$ cat config.mk
export PLATFORM = sky130hd
export DESIGN_NAME = blur_bram_read_arbiter
export DESIGN_NICKNAME = d
export VERILOG_FILES = /design/src/rtl/blur_bram_read_arbiter.sv
export SDC_FILE = /design/constraint.sdc
export NUM_CORES = 1
export LEC_CHECK = 0
export CELL_PAD_IN_SITES_DETAIL_PLACEMENT = 1
export CELL_PAD_IN_SITES_GLOBAL_PLACEMENT = 1
export CORE_ASPECT_RATIO = 1.25
export CORE_MARGIN = 4
export CORE_UTILIZATION = 17
export DETAILED_ROUTE_END_ITERATION = 10
export PLACE_DENSITY = 0.81
export SYNTH_ARGS = -nofsm -noshare
export SYNTH_HDL_FRONTEND = slang
export SYNTH_SLANG_ARGS = --single-unit
$ cat constraint.sdc
create_clock -name clk_in -period 1.6 [get_ports clk_in]
set_input_delay 0.24 -clock clk_in [delete_from_list [all_inputs] [get_ports clk_in]]
set_output_delay 0.24 -clock clk_in [all_outputs]
set_load 0.005 [all_outputs]
$ cat src/rtl/blur_bram_read_arbiter.sv
// Round-robin arbiter sharing the blurred-image BRAM read port between the UART
// sender (requester 0) and the DoG reader (requester 1), with burst locking and tagged read returns.
module blur_bram_read_arbiter #(
    parameter int ADDR_WIDTH   = 12,
    parameter int DATA_WIDTH   = 8,
    parameter int READ_LATENCY = 2
) (
    input  logic                  clk_in,
    input  logic                  rst_in,

    input  logic                  req0_in,
    input  logic [ADDR_WIDTH-1:0] addr0_in,
    input  logic                  lock0_in,
    output logic                  gnt0_out,
    output logic                  valid0_out,

    input  logic                  req1_in,
    input  logic [ADDR_WIDTH-1:0] addr1_in,
    input  logic                  lock1_in,
    output logic                  gnt1_out,
    output logic                  valid1_out,

    output logic [ADDR_WIDTH-1:0] bram_addr_out,
    output logic                  bram_en_out,
    input  logic [DATA_WIDTH-1:0] bram_data_in,
    output logic [DATA_WIDTH-1:0] data_out
);

    // Handshake: reqN/addrN are held by the requester until gntN is seen high in the
    // same cycle; gntN means the read was issued, and validN follows exactly
    // READ_LATENCY cycles later with the word on data_out. Dropping reqN before a grant abandons the read.

    logic last_owner;
    logic locked;
    logic lock_owner;
    logic owner_lock;
    logic gnt_id;

    logic [READ_LATENCY-1:0] tag_v;
    logic [READ_LATENCY-1:0] tag_id;

    always_comb begin
        gnt0_out = 1'b0;
        gnt1_out = 1'b0;
        if (!rst_in) begin
            if (locked) begin
                // The non-owner stays stalled even while the owner is idle.
                if (lock_owner) gnt1_out = req1_in;
                else            gnt0_out = req0_in;
            end else if (req0_in && !req1_in) begin
                gnt0_out = 1'b1;
            end else if (req1_in && !req0_in) begin
                gnt1_out = 1'b1;
            end else if (req0_in && req1_in) begin
                if (last_owner) gnt0_out = 1'b1;
                else            gnt1_out = 1'b1;
            end
        end
    end

    assign gnt_id        = gnt1_out;
    assign bram_en_out   = gnt0_out | gnt1_out;
    assign bram_addr_out = gnt1_out ? addr1_in : addr0_in;
    assign owner_lock    = lock_owner ? lock1_in : lock0_in;

    always_ff @(posedge clk_in) begin
        if (rst_in) begin
            last_owner <= 1'b1;
            locked     <= 1'b0;
            lock_owner <= 1'b0;
        end else begin
            if (locked && !owner_lock) begin
                locked <= 1'b0;
            end
            // While locked only the owner is granted, so a grant with its lock high keeps the lock.
            if (bram_en_out) begin
                last_owner <= gnt_id;
                if (gnt_id ? lock1_in : lock0_in) begin
                    locked     <= 1'b1;
                    lock_owner <= gnt_id;
                end
            end
        end
    end

    always_ff @(posedge clk_in) begin
        if (rst_in) begin
            tag_v  <= '0;
            tag_id <= '0;
        end else begin
            tag_v[0]  <= bram_en_out;
            tag_id[0] <= gnt_id;
            for (int i = 1; i < READ_LATENCY; i++) begin
                tag_v[i]  <= tag_v[i-1];
                tag_id[i] <= tag_id[i-1];
            end
        end
    end

    assign valid0_out = tag_v[READ_LATENCY-1] & ~tag_id[READ_LATENCY-1];
    assign valid1_out = tag_v[READ_LATENCY-1] &  tag_id[READ_LATENCY-1];
    assign data_out   = bram_data_in;

endmodule

Word level (Yosys, flattened, before mapping)
Cells that the tools add are included.
{"block": "totals", "regBits": 7, "in_bits": 38, "ramBits": 0, "romBits": 0, "elab_cells": 37, "n_memories": 0, "output_inout_bits": 25, "latch_bits": 0}
{"block": "classes", "addsub": 0, "magnitude_cmp": 0, "muxes": 20, "bitwise": 4, "eq_ne": 0, "div_mod_pow": 0, "n_reduce_logical": 8, "n_shift": 0, "n_mul": 0}
{"cell": "$mux 1", "count": 19}
{"cell": "$mux 12", "count": 1}
{"cell": "$logic_and 1x1->1", "count": 4}
{"cell": "$logic_not 1->1", "count": 3}
{"cell": "$and 1x1->1", "count": 2}
{"cell": "$reduce_and 2->1", "count": 1}
{"cell": "$not 1->1", "count": 1}
{"cell": "$or 1x1->1", "count": 1}

Logic depth before layout (Yosys ltp)
{"block": "logic_depth", "ltp_word": 9, "depth_mapped": 6, "ltp_nobuf": 4}

Least setup slack after synthesis
OpenSTA, ideal clock, no wires.
{"block": "synth_timing", "kind": "register to output", "from": "register locked", "to": "output port bram_addr_out[10]", "n_path_buf": 1, "stages_incl_launch_ff": 5, "slack_ns": 0.248, "required_ns": 1.360, "arrival_ns": 1.112, "cell_sequence": "dfxtp_1 nand3b_1 nand3_4 buf_6 mux2_4"}
{"block": "synth_via", "elab_chain_len": 3}
{"element": "start, declared", "line": "34", "source": "logic locked;"}
{"element": "start signal, assigned", "line": "69", "source": "locked <= 1'b0;"}
{"element": "start signal, assigned", "line": "73", "source": "locked <= 1'b0;"}
{"element": "start signal, assigned", "line": "79", "source": "locked <= 1'b1;"}
{"element": "$mux 1", "line": "46", "source": "if (locked) begin"}
{"element": "$mux 1", "line": "45", "source": "if (!rst_in) begin"}
{"element": "$mux 12", "line": "63", "source": "assign bram_addr_out = gnt1_out ? addr1_in : addr0_in;"}
{"element": "end, declared", "line": "23", "source": "output logic [ADDR_WIDTH-1:0] bram_addr_out,"}
No other way between the ends.

Final worst setup path
{"block": "layout_timing", "from": "register locked", "to": "output port bram_addr_out[3]"}
Same word-level chain as after synthesis.

==> reports/results.tsv <==
metric	value	unit
crit_fanout	5	
synth_cell_type_count	25	
clk_path_buf_depth	2	
min_from	tag_id[0]$_SDFF_PP0_	
r2r_start	locked$_SDFF_PP0_	
fmax	0.537	GHz
seqPwrFrac	28.6	%
nFillCells	331	
ir_drop	0.000294	V
synthTopCellsByArea	dfxtp_1, mux2_4, mux2_1	
power	679	uW
outcome	finished with violations	
synth-seq-area-share	25.7	%
setup_slack	-0.261	ns
cts_tree	done	
antenna_found_initial	0	
cts_sinks	7	
clk_pin_slew	0.05	ns
wl	2330	um
rr_endpoint	last_owner$_SDFFE_PP1P_	
wire_per_inst	15.5	um
yosys-top-cells-count	buf_4, dfxtp_1, mux2_1, mux2_4, nor2b_1	
rrSetupSlack	0.12	ns
row_count	22	
fin_crit_sh	116	%
clock_skew	0.00269	ns
clk_latency	0.25	ns
min_path_type	reg -> reg	
hold_buffers	0	
ioPinCount	63	
setup.worst_path.start	locked$_SDFF_PP0_	
die_w	58.6	um
diodes	0	
cp-end-kind	output port	
drtAntennaViolNets	0	
syn_inst	54	
dp_slack	-0.666	ns
synth_edf_count	0	
maxCapViolations	0	
swShare	25.9	%
arrival	1.62	ns
yosys_warnings	0	
synth-seq-cells	7	
p_clk_share	23.9	%
yosysTopAreaCellShare	25.7	%
finalSetupTns	-3.13	ns
drc	0	
synth_nets	92	
rsz0062_at_grt	yes	
cts_buffers	3	
min_period	1.86	ns
first_global_vias	739	
via_per_inst	4.34	
grt_max_degree	9	
min_to	tag_id[1]$_SDFF_PP0_	
drt_pre_antenna_iters	2	
die_area	0.00418	sq mm
vias	655	
hold_viol	0	
place_hpwl	1620	um
h-tree-depth	1	
grt_first_pass_wirelength	3370	um
reg2reg_depth	6	
async_flop_share	0	%
drt_iter0_markers	4	
worst_slew_pin_slew	0.288	ns
hold_depth	1	
maxSlewViolCount	0	
ctsRootBufferMaster	clkbuf_4	
p_comb_share	47.6	%
critPathKind	reg -> out	
place_congestion	0.720	
startpoint_type	flop	
slew_headroom	80.7	%
grt_usage	10.7	%
intPower	503	uW
setup_viol	14	
powerDensity	545	mW/mm^2
port-buffer-count	46	
syn_to_final_growth	129	%
synth_most_common_cell	buf_4	
p_leak	0.000579	uW
syn_area	544	sq um
p_switching	176	uW
initial_core_util	18.1	%
core	0.00300	sq mm
yosys.area.top_type	dfxtp_1	
nets	154	
avgSynthCellArea	10.1	sq um
drive_gt1_share	50.4	%
ys.flop_type	dfxtp_1	
worstPathRequired	1.36	ns
grt-ovfl-total	0	
die_y	71.3	um
violations	negative setup slack	
worst max-delay path, stage by stage, from the launching register on:
cell and delay (ns):
dfxtp_2 0.33, nand3b_1 0.30, nand3_4 0.18, buf_6 0.13, mux2_4 0.30, buf_6 0.12
worst max-delay path by stage:
stage | to | slack, ns | depth (start not counted)
2_1_floorplan | bram_addr_out[10] | 0.25 | 4
5_1_grt | bram_addr_out[3] | -0.31 | 5
4_1_cts | bram_addr_out[3] | -0.29 | 5
3_5_place_dp | bram_addr_out[3] | -0.67 | 5
3_3_place_gp | bram_addr_out[1] | -0.62 | 5
6_report | bram_addr_out[3] | -0.26 | 5
timing repair:
item,in CTS,in global routing
gates resized for setup,94,1
buffers inserted,11,4
setup endpoints to repair,16,16
gates cloned,1,0
pin swaps,5,1
power by group through the flow:
stage | logic [uW] | clock network, uW | registers [uW]
2_1_floorplan | 102 | 0 | 196
3_3_place_gp | 238 | 0 | 196
3_5_place_dp | 244 | 0 | 197
4_1_cts | 314 | 163 | 193
5_1_grt | 343 | 171 | 196
6_report | 323 | 162 | 194
flip-flops by register name, summed over array words and instances (netlist names):
| register | cells |
|---|---|
| tag_v | 2 |
| last_owner | 1 |
| lock_owner | 1 |
| locked | 1 |
| tag_id | 2 |
metal layers:
layer | up-vias | track usage [%] | routed length, um
li1 | 306 | - | -
met1 | 297 | 7.83 | 703
met2 | 46 | 22.5 | 1320
met3 | 6 | 5.23 | 283
met4 | 0 | 3.27 | 32
met5 | - | 0 | 0
per-stage QoR:
stage | cells | cell area, sq um | hold slack, ns | util, %
2_1_floorplan | 54 | 544 | 0.413 | -
3_3_place_gp | 132 | 1020 | 0.419 | 33.9
3_5_place_dp | 132 | 1020 | 0.433 | 33.9
4_1_cts | 148 | 1220 | 0.445 | 40.8
5_1_grt | 151 | 1250 | 0.463 | 41.5
6_report | 151 | 1250 | 0.445 | 41.5
placed cells by master (no fill, tap or decap):
cell	Yosys	routed
nor2b_1	3	3
o21ai_0	2	1
a21oi_1	1	1
inv_1	2	2
dfxtp_1	7	6
o21ai_2	0	1
inv_4	0	1
nand4_1	2	2
buf_6	1	22
nand2b_2	0	1
clkbuf_1	0	1
buf_4	8	11
nor2b_4	1	1
a31oi_1	1	1
a41o_1	1	1
nand3b_1	1	1
clkdlybuf4s50_1	0	29
or3b_1	1	1
nor2_1	1	1
dlygate4sd2_1	0	3
nand3_2	0	1
buf_2	1	1
a211o_1	1	1
mux2_2	1	1
dfxtp_2	0	1
mux2_4	6	12
and2_1	1	1
clkbuf_4	0	3
nand2_1	2	2
nand3_4	1	2
area by class of cell:
| class | count | area [sq um] | share of cell area, % |
|---|---|---|---|
| repair buffers | 66 | 652 | 52.3 |
| multi-input cells | 35 | 368 | 29.5 |
| flip-flops and latches | 7 | 141 | 11.3 |
| well taps | 36 | 45.0 | 3.61 |
| clock buffers | 4 | 26.3 | 2.11 |
| inverters | 3 | 13.8 | 1.10 |
kinds of logic (layout without fill, tap and decap cells):
| kind of cell | Yosys count | in the layout | synth area share [%] |
|---|---|---|---|
| AOI/OAI and AO/OA | 6 | 6 | 7.36 |
| buffers and inverters | 13 | 73 | 16.1 |
| and+or+nand+nor | 15 | 16 | 19.8 |
| DFF | 7 | 7 | 25.7 |
| muxes | 13 | 13 | 31.0 |
No activity file was read; power rests on OpenSTA's default activity.
